[src/rtl/pipe_stage_skid_pkg.sv]
// Shared constants for the elastic pipeline stage: control-bundle bit positions,
// state encoding and default payload widths.
package pipe_stage_skid_pkg;

  localparam int unsigned DEF_DATA_W      = 32;
  localparam int unsigned DEF_PC_W        = 32;
  localparam int unsigned DEF_CTRL_W      = 12;
  localparam int unsigned DEF_STALL_CNT_W = 16;

  localparam int unsigned CTRL_REGDST     = 11;
  localparam int unsigned CTRL_REGWRITE   = 10;
  localparam int unsigned CTRL_ALUSRC     = 9;
  localparam int unsigned CTRL_MEMREAD    = 8;
  localparam int unsigned CTRL_MEMWRITE   = 7;
  localparam int unsigned CTRL_MEMTOREG   = 6;
  localparam int unsigned CTRL_JTOPC      = 5;
  localparam int unsigned CTRL_BRANCH     = 4;
  localparam int unsigned CTRL_ALUOP_MSB  = 3;
  localparam int unsigned CTRL_ALUOP_LSB  = 0;

  // EMPTY: no entries, FULL: main only, SKID: main and skid
  typedef enum logic [1:0] {
    StEmpty = 2'd0,
    StFull  = 2'd1,
    StSkid  = 2'd2
  } state_e;

endpackage

[src/rtl/pipe_stage_skid_if.sv]
// Upstream/downstream handshake bundle of one pipeline stage, plus flush and stall telemetry.
interface pipe_stage_skid_if #(
  parameter int unsigned DATA_W      = 32,
  parameter int unsigned PC_W        = 32,
  parameter int unsigned CTRL_W      = 12,
  parameter int unsigned STALL_CNT_W = 16
);

  logic                   in_valid;
  logic                   in_ready;
  logic [DATA_W-1:0]      in_data;
  logic [PC_W-1:0]        in_pc;
  logic [CTRL_W-1:0]      in_ctrl;
  logic                   out_valid;
  logic                   out_ready;
  logic [DATA_W-1:0]      out_data;
  logic [PC_W-1:0]        out_pc;
  logic [CTRL_W-1:0]      out_ctrl;
  logic                   flush;
  logic [STALL_CNT_W-1:0] stall_cnt;

  // master drives the stage (upstream producer + downstream consumer)
  modport master (
    output in_valid, in_data, in_pc, in_ctrl, out_ready, flush,
    input  in_ready, out_valid, out_data, out_pc, out_ctrl, stall_cnt
  );

  modport slave (
    input  in_valid, in_data, in_pc, in_ctrl, out_ready, flush,
    output in_ready, out_valid, out_data, out_pc, out_ctrl, stall_cnt
  );

endinterface

[src/rtl/pipe_entry_reg.sv]
// Load-enable register holding one packed {data, pc, ctrl} pipeline entry.
module pipe_entry_reg #(
  parameter int unsigned WIDTH = 76
) (
  input  logic             CLK,
  input  logic             RST,
  input  logic             load_i,
  input  logic [WIDTH-1:0] d_i,
  output logic [WIDTH-1:0] q_o
);

  logic [WIDTH-1:0] entry_q;

  always_ff @(posedge CLK) begin
    if (RST) begin
      entry_q <= '0;
    end else if (load_i) begin
      entry_q <= d_i;
    end
  end

  assign q_o = entry_q;

endmodule

[src/rtl/pipe_stage_skid.sv]
// Elastic pipeline register with a one-entry skid buffer, registered in_ready,
// synchronous flush and a saturating stall-cycle counter.
module pipe_stage_skid
  import pipe_stage_skid_pkg::*;
#(
  parameter int unsigned DATA_W      = DEF_DATA_W,
  parameter int unsigned PC_W        = DEF_PC_W,
  parameter int unsigned CTRL_W      = DEF_CTRL_W,
  parameter int unsigned STALL_CNT_W = DEF_STALL_CNT_W
) (
  input  logic         CLK,
  input  logic         RST,
  pipe_stage_skid_if.slave bus
);

  localparam int unsigned EntryW = DATA_W + PC_W + CTRL_W;

  state_e                 state_q, state_d;
  logic                   in_ready_q;
  logic [STALL_CNT_W-1:0] stall_cnt_q;

  logic              out_valid;
  logic              accept;
  logic              pop;
  logic              main_load;
  logic              main_from_skid;
  logic              skid_load;
  logic [EntryW-1:0] in_entry;
  logic [EntryW-1:0] main_d;
  logic [EntryW-1:0] main_q;
  logic [EntryW-1:0] skid_q;

  assign out_valid = (state_q != StEmpty);
  assign accept    = bus.in_valid & in_ready_q;
  assign pop       = out_valid & bus.out_ready;
  assign in_entry  = {bus.in_data, bus.in_pc, bus.in_ctrl};
  assign main_d    = main_from_skid ? skid_q : in_entry;

  always_comb begin
    state_d        = state_q;
    main_load      = 1'b0;
    main_from_skid = 1'b0;
    skid_load      = 1'b0;
    unique case (state_q)
      StEmpty: begin
        if (accept) begin
          state_d   = StFull;
          main_load = 1'b1;
        end
      end
      StFull: begin
        if (accept && pop) begin
          main_load = 1'b1;
        end else if (accept) begin
          state_d   = StSkid;
          skid_load = 1'b1;
        end else if (pop) begin
          state_d = StEmpty;
        end
      end
      StSkid: begin
        // in_ready is low here, so no accept can coincide with the skid drain
        if (pop) begin
          state_d        = StFull;
          main_load      = 1'b1;
          main_from_skid = 1'b1;
        end
      end
      default: state_d = StEmpty;
    endcase
    // Flush squashes held entries and drops any same-cycle accept; payloads keep their value
    if (bus.flush) begin
      state_d        = StEmpty;
      main_load      = 1'b0;
      main_from_skid = 1'b0;
      skid_load      = 1'b0;
    end
  end

  always_ff @(posedge CLK) begin
    if (RST) begin
      state_q    <= StEmpty;
      in_ready_q <= 1'b1;
    end else begin
      state_q    <= state_d;
      in_ready_q <= (state_d != StSkid);
    end
  end

  always_ff @(posedge CLK) begin
    if (RST) begin
      stall_cnt_q <= '0;
    end else if (out_valid && !bus.out_ready && (stall_cnt_q != {STALL_CNT_W{1'b1}})) begin
      stall_cnt_q <= stall_cnt_q + STALL_CNT_W'(1);
    end
  end

  pipe_entry_reg #(
    .WIDTH (EntryW)
  ) u_main_reg (
    .CLK    (CLK),
    .RST    (RST),
    .load_i (main_load),
    .d_i    (main_d),
    .q_o    (main_q)
  );

  pipe_entry_reg #(
    .WIDTH (EntryW)
  ) u_skid_reg (
    .CLK    (CLK),
    .RST    (RST),
    .load_i (skid_load),
    .d_i    (in_entry),
    .q_o    (skid_q)
  );

  assign bus.in_ready  = in_ready_q;
  assign bus.out_valid = out_valid;
  assign bus.out_data  = main_q[EntryW-1 -: DATA_W];
  assign bus.out_pc    = main_q[CTRL_W +: PC_W];
  assign bus.out_ctrl  = out_valid ? main_q[CTRL_W-1:0] : '0;
  assign bus.stall_cnt = stall_cnt_q;

endmodule

[src/flat_wrapper.sv]
// flat-port wrapper written by rule: the top's interface ports become plain ports
module pipe_stage_skid_flat import pipe_stage_skid_pkg::*;
#(
  parameter int unsigned DATA_W      = DEF_DATA_W,
  parameter int unsigned PC_W        = DEF_PC_W,
  parameter int unsigned CTRL_W      = DEF_CTRL_W,
  parameter int unsigned STALL_CNT_W = DEF_STALL_CNT_W
)
  (CLK, RST, bus_in_valid, bus_in_data, bus_in_pc, bus_in_ctrl, bus_out_ready, bus_flush, bus_in_ready, bus_out_valid, bus_out_data, bus_out_pc, bus_out_ctrl, bus_stall_cnt);
  pipe_stage_skid_if #(.DATA_W(DATA_W), .PC_W(PC_W), .CTRL_W(CTRL_W), .STALL_CNT_W(STALL_CNT_W)) bus_i ();
  input  logic CLK;
  input  logic RST;
  input wire logic [$bits(bus_i.in_valid)-1:0] bus_in_valid;
  input wire logic [$bits(bus_i.in_data)-1:0] bus_in_data;
  input wire logic [$bits(bus_i.in_pc)-1:0] bus_in_pc;
  input wire logic [$bits(bus_i.in_ctrl)-1:0] bus_in_ctrl;
  input wire logic [$bits(bus_i.out_ready)-1:0] bus_out_ready;
  input wire logic [$bits(bus_i.flush)-1:0] bus_flush;
  output wire logic [$bits(bus_i.in_ready)-1:0] bus_in_ready;
  output wire logic [$bits(bus_i.out_valid)-1:0] bus_out_valid;
  output wire logic [$bits(bus_i.out_data)-1:0] bus_out_data;
  output wire logic [$bits(bus_i.out_pc)-1:0] bus_out_pc;
  output wire logic [$bits(bus_i.out_ctrl)-1:0] bus_out_ctrl;
  output wire logic [$bits(bus_i.stall_cnt)-1:0] bus_stall_cnt;
  assign bus_i.in_valid = bus_in_valid;
  assign bus_i.in_data = bus_in_data;
  assign bus_i.in_pc = bus_in_pc;
  assign bus_i.in_ctrl = bus_in_ctrl;
  assign bus_i.out_ready = bus_out_ready;
  assign bus_i.flush = bus_flush;
  assign bus_in_ready = bus_i.in_ready;
  assign bus_out_valid = bus_i.out_valid;
  assign bus_out_data = bus_i.out_data;
  assign bus_out_pc = bus_i.out_pc;
  assign bus_out_ctrl = bus_i.out_ctrl;
  assign bus_stall_cnt = bus_i.stall_cnt;
  pipe_stage_skid #(.DATA_W(DATA_W), .PC_W(PC_W), .CTRL_W(CTRL_W), .STALL_CNT_W(STALL_CNT_W)) u_core (.CLK(CLK), .RST(RST), .bus(bus_i));
endmodule
[config.mk]
export PLATFORM = sky130hd
export DESIGN_NAME = pipe_stage_skid_flat
export DESIGN_NICKNAME = d
export VERILOG_FILES = /design/src/rtl/pipe_stage_skid_pkg.sv /design/src/rtl/pipe_stage_skid_if.sv /design/src/rtl/pipe_entry_reg.sv /design/src/rtl/pipe_stage_skid.sv /design/src/flat_wrapper.sv
export SDC_FILE = /design/constraint.sdc
export NUM_CORES = 1
export LEC_CHECK = 0
export CORE_MARGIN = 4
export CORE_UTILIZATION = 25
export DETAILED_ROUTE_END_ITERATION = 12
export SLEW_MARGIN = 20
export SYNTH_ARGS = -nofsm -noshare
export SYNTH_HDL_FRONTEND = slang
export SYNTH_SLANG_ARGS = --single-unit
[constraint.sdc]
create_clock -name CLK -period 1.8 [get_ports CLK]
set_clock_uncertainty 0.1 [all_clocks]
set_input_delay 0.27 -clock CLK [delete_from_list [all_inputs] [get_ports CLK]]
set_output_delay 0.27 -clock CLK [all_outputs]
set_load 0.05 [all_outputs]
# Word-level counts from Yosys, hierarchy flattened
# Index checks and enable logic that the tools add are counted.
# totals
regBits	171
input_bits	81
elab_cells	37
# classes
addsub	1
n_eq_ne	4
mux	19
reduce_logical	6
bitwise_logic	2
# op_table
op	n
$mux W76	1
$add A16 B1 Y16 const B	1
$ne A16 B16 Y1 const B	1
$mux W12	1
$mux W2	6
$mux W1	9
$pmux W2 S3	1
$logic_and A1 B1 Y1	3
$pmux W1 S3	1
$and A1 B1 Y1	2
$eq A2 B1 Y1 const B	1
$eq A2 B2 Y1 const B	1
$logic_not A2 Y1	1
$ne A2 B2 Y1 const B	1
$reduce_bool A2 Y1	1
$logic_not A1 Y1	1

# Logic depth before layout (Yosys ltp)
# depth
depth_word	8
mapped_depth	7

# By module
# From an unflattened synthesis, not the netlist that was laid out.
# unflattened
hier_cells	705
hier_area_um2	7529.7
# by_module_without_submodules
module	instances	seq_area_each_um2	area_per_inst_um2	cells_per_inst
pipe_entry_reg	2	1521.5	2728.9	245
pipe_stage_skid	1	380.4	2072.0	215

# Worst setup path after synthesis
# OpenSTA, ideal clock, no wires.
# synth_path
path_kind	reg-to-reg
from	reg u_core.stall_cnt_q[1], in the netlist u_core.bus.stall_cnt[1]
to	reg u_core.stall_cnt_q[8], in the netlist u_core.bus.stall_cnt[8]
setup_time_ps	115
synth_period_minus_slack_ps	2220
path_stages_with_launch	8
setup_slack_ps	-420
required_time_ps	1585
arrival_ps	2005
path_buffers	2
path_cell_list	dfxtp_1 ha_1 nand4_1 nor4_1 buf_2 buf_2 nor4_1 o21ba_1
# synth_via
elab_chain_len	2
elab_cells_between_ends	3
cone_classes	1 x add/sub; 1 x eq/ne; 1 x reduce/logical
# synth_lines
item	line_no	source
start, declared	pipe_stage_skid.sv:20	logic [STALL_CNT_W-1:0] stall_cnt_q;
start signal, assigned	pipe_stage_skid.sv:94	stall_cnt_q <= stall_cnt_q + STALL_CNT_W'(1);
branches (longest 2 deep; another with $add A16 B1 Y16)	--	
# Parallel ways; which one is timed is not known.
# A chain may end at the register's enable or synchronous reset.

# Worst setup path after layout
# layout_path
from	reg u_core.state_q[1]
to	out bus_out_ctrl[10]
# layout_via
elab_chain_len	2
# layout_lines
item	line_no	source
start, declared	pipe_stage_skid.sv:18	state_e state_q, state_d;
start signal, assigned	pipe_stage_skid.sv:82	state_q <= StEmpty;
start signal, assigned	pipe_stage_skid.sv:85	state_q <= state_d;
$reduce_bool A2 Y1	pipe_stage_skid.sv:33	assign out_valid = (state_q != StEmpty);
$mux W12	pipe_stage_skid.sv:122	assign bus.out_ctrl = out_valid ? main_q[CTRL_W-1:0] : '0;
end, declared	flat_wrapper.sv:23	output wire logic [$bits(bus_i.out_ctrl)-1:0] bus_out_ctrl;
# Every way passes these cells.

==> results.toml <==
[status]
outcome = "complete, but fails checks"
violations = "setup timing"

[yosys]
synth_cell_types = 43
async_flop_share_pct = 0
yosysSeqAreaShare_pct = 44.29
ys_ff_latch = 171
syn-cell-area_sq_um = 7729
avgSynthCellArea_sq_um = 8.914
ys_top_cells_by_area = "dfxtp_1 (44%), mux2i_1 (9.8%), nand2_1 (7.6%)"
yosys_warnings = 0
synth_flop_cell = "dfxtp_1"
synth.net_count = 949
synth_top_cell_by_area = "dfxtp_1"
netlist_instances = 867
synth_edf_count = 0
synth_top_area_share_pct = 44.29

[grt]
antenna_found_initial = 2
grt_max_degree = 55
track_usage_pct = 12.19
grt_pass1_wl_um = 33250
grt_overflow_total = 0
grt_pass1_vias = 6291

[cells_and_area]
layout.cells.non_filler = 1428
drive_above_1_share_pct = 34.40
nNetsFinal = 1101
layout_common_cells = "nand2_1 (157), dfxtp_1 (152), buf_4 (115), a21oi_1 (87), clkdlybuf4s50_1 (78)"
final_common_cell = "nand2_1"
area_growth_pct = 46.40
final_core_util_pct = 37.09
insertedDiodeCount = 0

[setup_path]
critPathKind = "register to primary output"
crit_fanout = 6
worstPathArrival_ns = 1.46
startpoint_type = "register"
endpoint_kind = "primary output"
critPathRequiredTime_ns = 1.43

[floorplanning]
initial_core_util_pct = 25.33
die_h_um = 183.8
core_sq_um = 30510
die-area_sq_um = 33790
io_pins = 175
die_w_um = 183.8
rows = 64

[clocking]
htreeDepth = 4
cts_tree = "done"
clk_pin_slew_worst_paths_ns = 0.07
cts_sinks = 171
postCtsHoldBufs = 0
clk_latency_ns = 0.44
cts-buffers-inserted = 17
cts_root_buf = "clkbuf_16"
clk_path_buf_depth = 2

[route]
ant_nets = 0
drc = 0
wl_met1_um = 10230
drt_iter0_drc = 322
vias = 6564
wl_met2_um = 11430
wire_per_inst_um = 16.29
wirelength_um = 23260
wl_met3_um = 1279
via_per_inst = 4.597
dr.pass1.iters = 5
top_layer_used = "met5"

[timing]
fmaxAchievable_ghz = 0.5451
rsz0062_at_grt = "true"
fin_crit_ns = 1.834
relSlewSlack_pct = 73.99
finalWorstSetupSlack_ns = -0.03441
period_share_pct = 101.9
fin_tns_setup_ns = -0.4553
finalHoldViolations = 0
report.final.slew_viol_count = 0
setup_viol = 26
tightestPinTransition_ns = 0.3902

[placement]
place.detailed.hpwl_um = 14550
io_buffers = 174
place_congestion = 0.7741
dp.cells = 1366

[pwr]
p_leak_nw = 4.028
power_density_nw_per_um2 = 841.5
ir_worst_vdd_mv = 0.5289
p_total_w = 0.009522

[min_path]
hold_path.class = "input port to register"

[flow_run]
maxCapViolCount = 0
## sequential cells by signal (all words and copies together), names as in the netlist
signal	cells
u_core.bus.in_ready	1
u_core.bus.stall_cnt	16
u_core.state_q	2
u_core.u_main_reg.q_o	76
u_core.u_skid_reg.q_o	76
## final timing paths
path	startpoint	end	slack, ns	cells after the start
max reg2reg	u_core.state_q[1]	u_core.u_main_reg.q_o[33]	-0.02	8
min	RST	u_core.u_skid_reg.q_o[35]	0.12	2
max	u_core.state_q[1]	bus_out_ctrl[10]	-0.03	5
min reg2reg	u_core.u_skid_reg.q_o[21]	u_core.u_skid_reg.q_o[21]	0.35	2
## critical path, cell delays in order, from the launching register on
cell and delay (ns):
dfxtp_4 0.37, buf_6 0.13, nor2_4 0.16, buf_6 0.17, nor2b_1 0.06, buf_6 0.15
## synth_stat cells, types with 4 or more instances
cell type,instances
inv_1,6
buf_6,4
or4_1,8
a211oi_1,39
nor2_1,79
mux2i_1,76
buf_4,68
buf_2,24
o31ai_1,7
nand4_1,5
a21oi_1,89
nand2_1,157
nor2b_1,12
dfxtp_1,171
clkbuf_1,35
nand3_1,7
a211oi_2,40
nor4_1,5
## power by group
group | switching (W) | internal, W | total [W] | leakage, nW
clock network | 0.00162 | 0.00228 | 0.00390 | 0.298
logic | 0.000929 | 0.000694 | 0.00162 | 2.33
registers | 0.0000879 | 0.00391 | 0.00400 | 1.40
## metrics by stage
step | worst slack, ns | hold WS, ns | instance area, sq um
after floorplan | 0.004986 | 0.2584 | 7795
after CTS | -0.04859 | 0.09822 | 10520
after global routing | -0.1042 | 0.1310 | 11310
final | -0.03441 | 0.1226 | 11310
after detailed placement | -0.4408 | 0.3463 | 9686
after global placement | -0.4025 | 0.3407 | 9686
## logic make-up after synthesis
group / count (synthesis) / synth area share (%)
and+or+nand+nor: 287 / 16.06
muxes: 76 / 9.843
buffers and inverters: 138 / 10.78
DFF: 171 / 44.29
adders and majority gates: 1 / 0.1619
AOI/OAI and AO/OA: 194 / 18.86
## layout make-up
| cell class | count | area [sq um] |
|---|---|---|
| Tap cell | 396 | 495.5 |
| Sequential cell | 171 | 3477 |
| Fill cell | 3005 | 19190 |
| Inverter | 6 | 22.52 |
| Multi-Input combinational cell | 558 | 3842 |
| Clock buffer | 20 | 456.7 |
| Clock inverter | 12 | 162.7 |
| Timing Repair Buffer | 265 | 2858 |
## per-layer routing
layer / vias to the layer above / global-route usage (%)
li1: 3247 / -
met1: 3136 / 14.95
met2: 156 / 21.00
met3: 21 / 3.146
met4: 4 / 3.786
met5: - / 0
## repair_timing
item | 4_1_cts | 5_1_grt
gates resized for setup | 44 | 91
buffers inserted | 4 | 9
endpoints found under the setup margin | 116 | 172
pin swaps | 2 | 39
cloned | 2 | 16
Power figures use the tool's default switching activity.
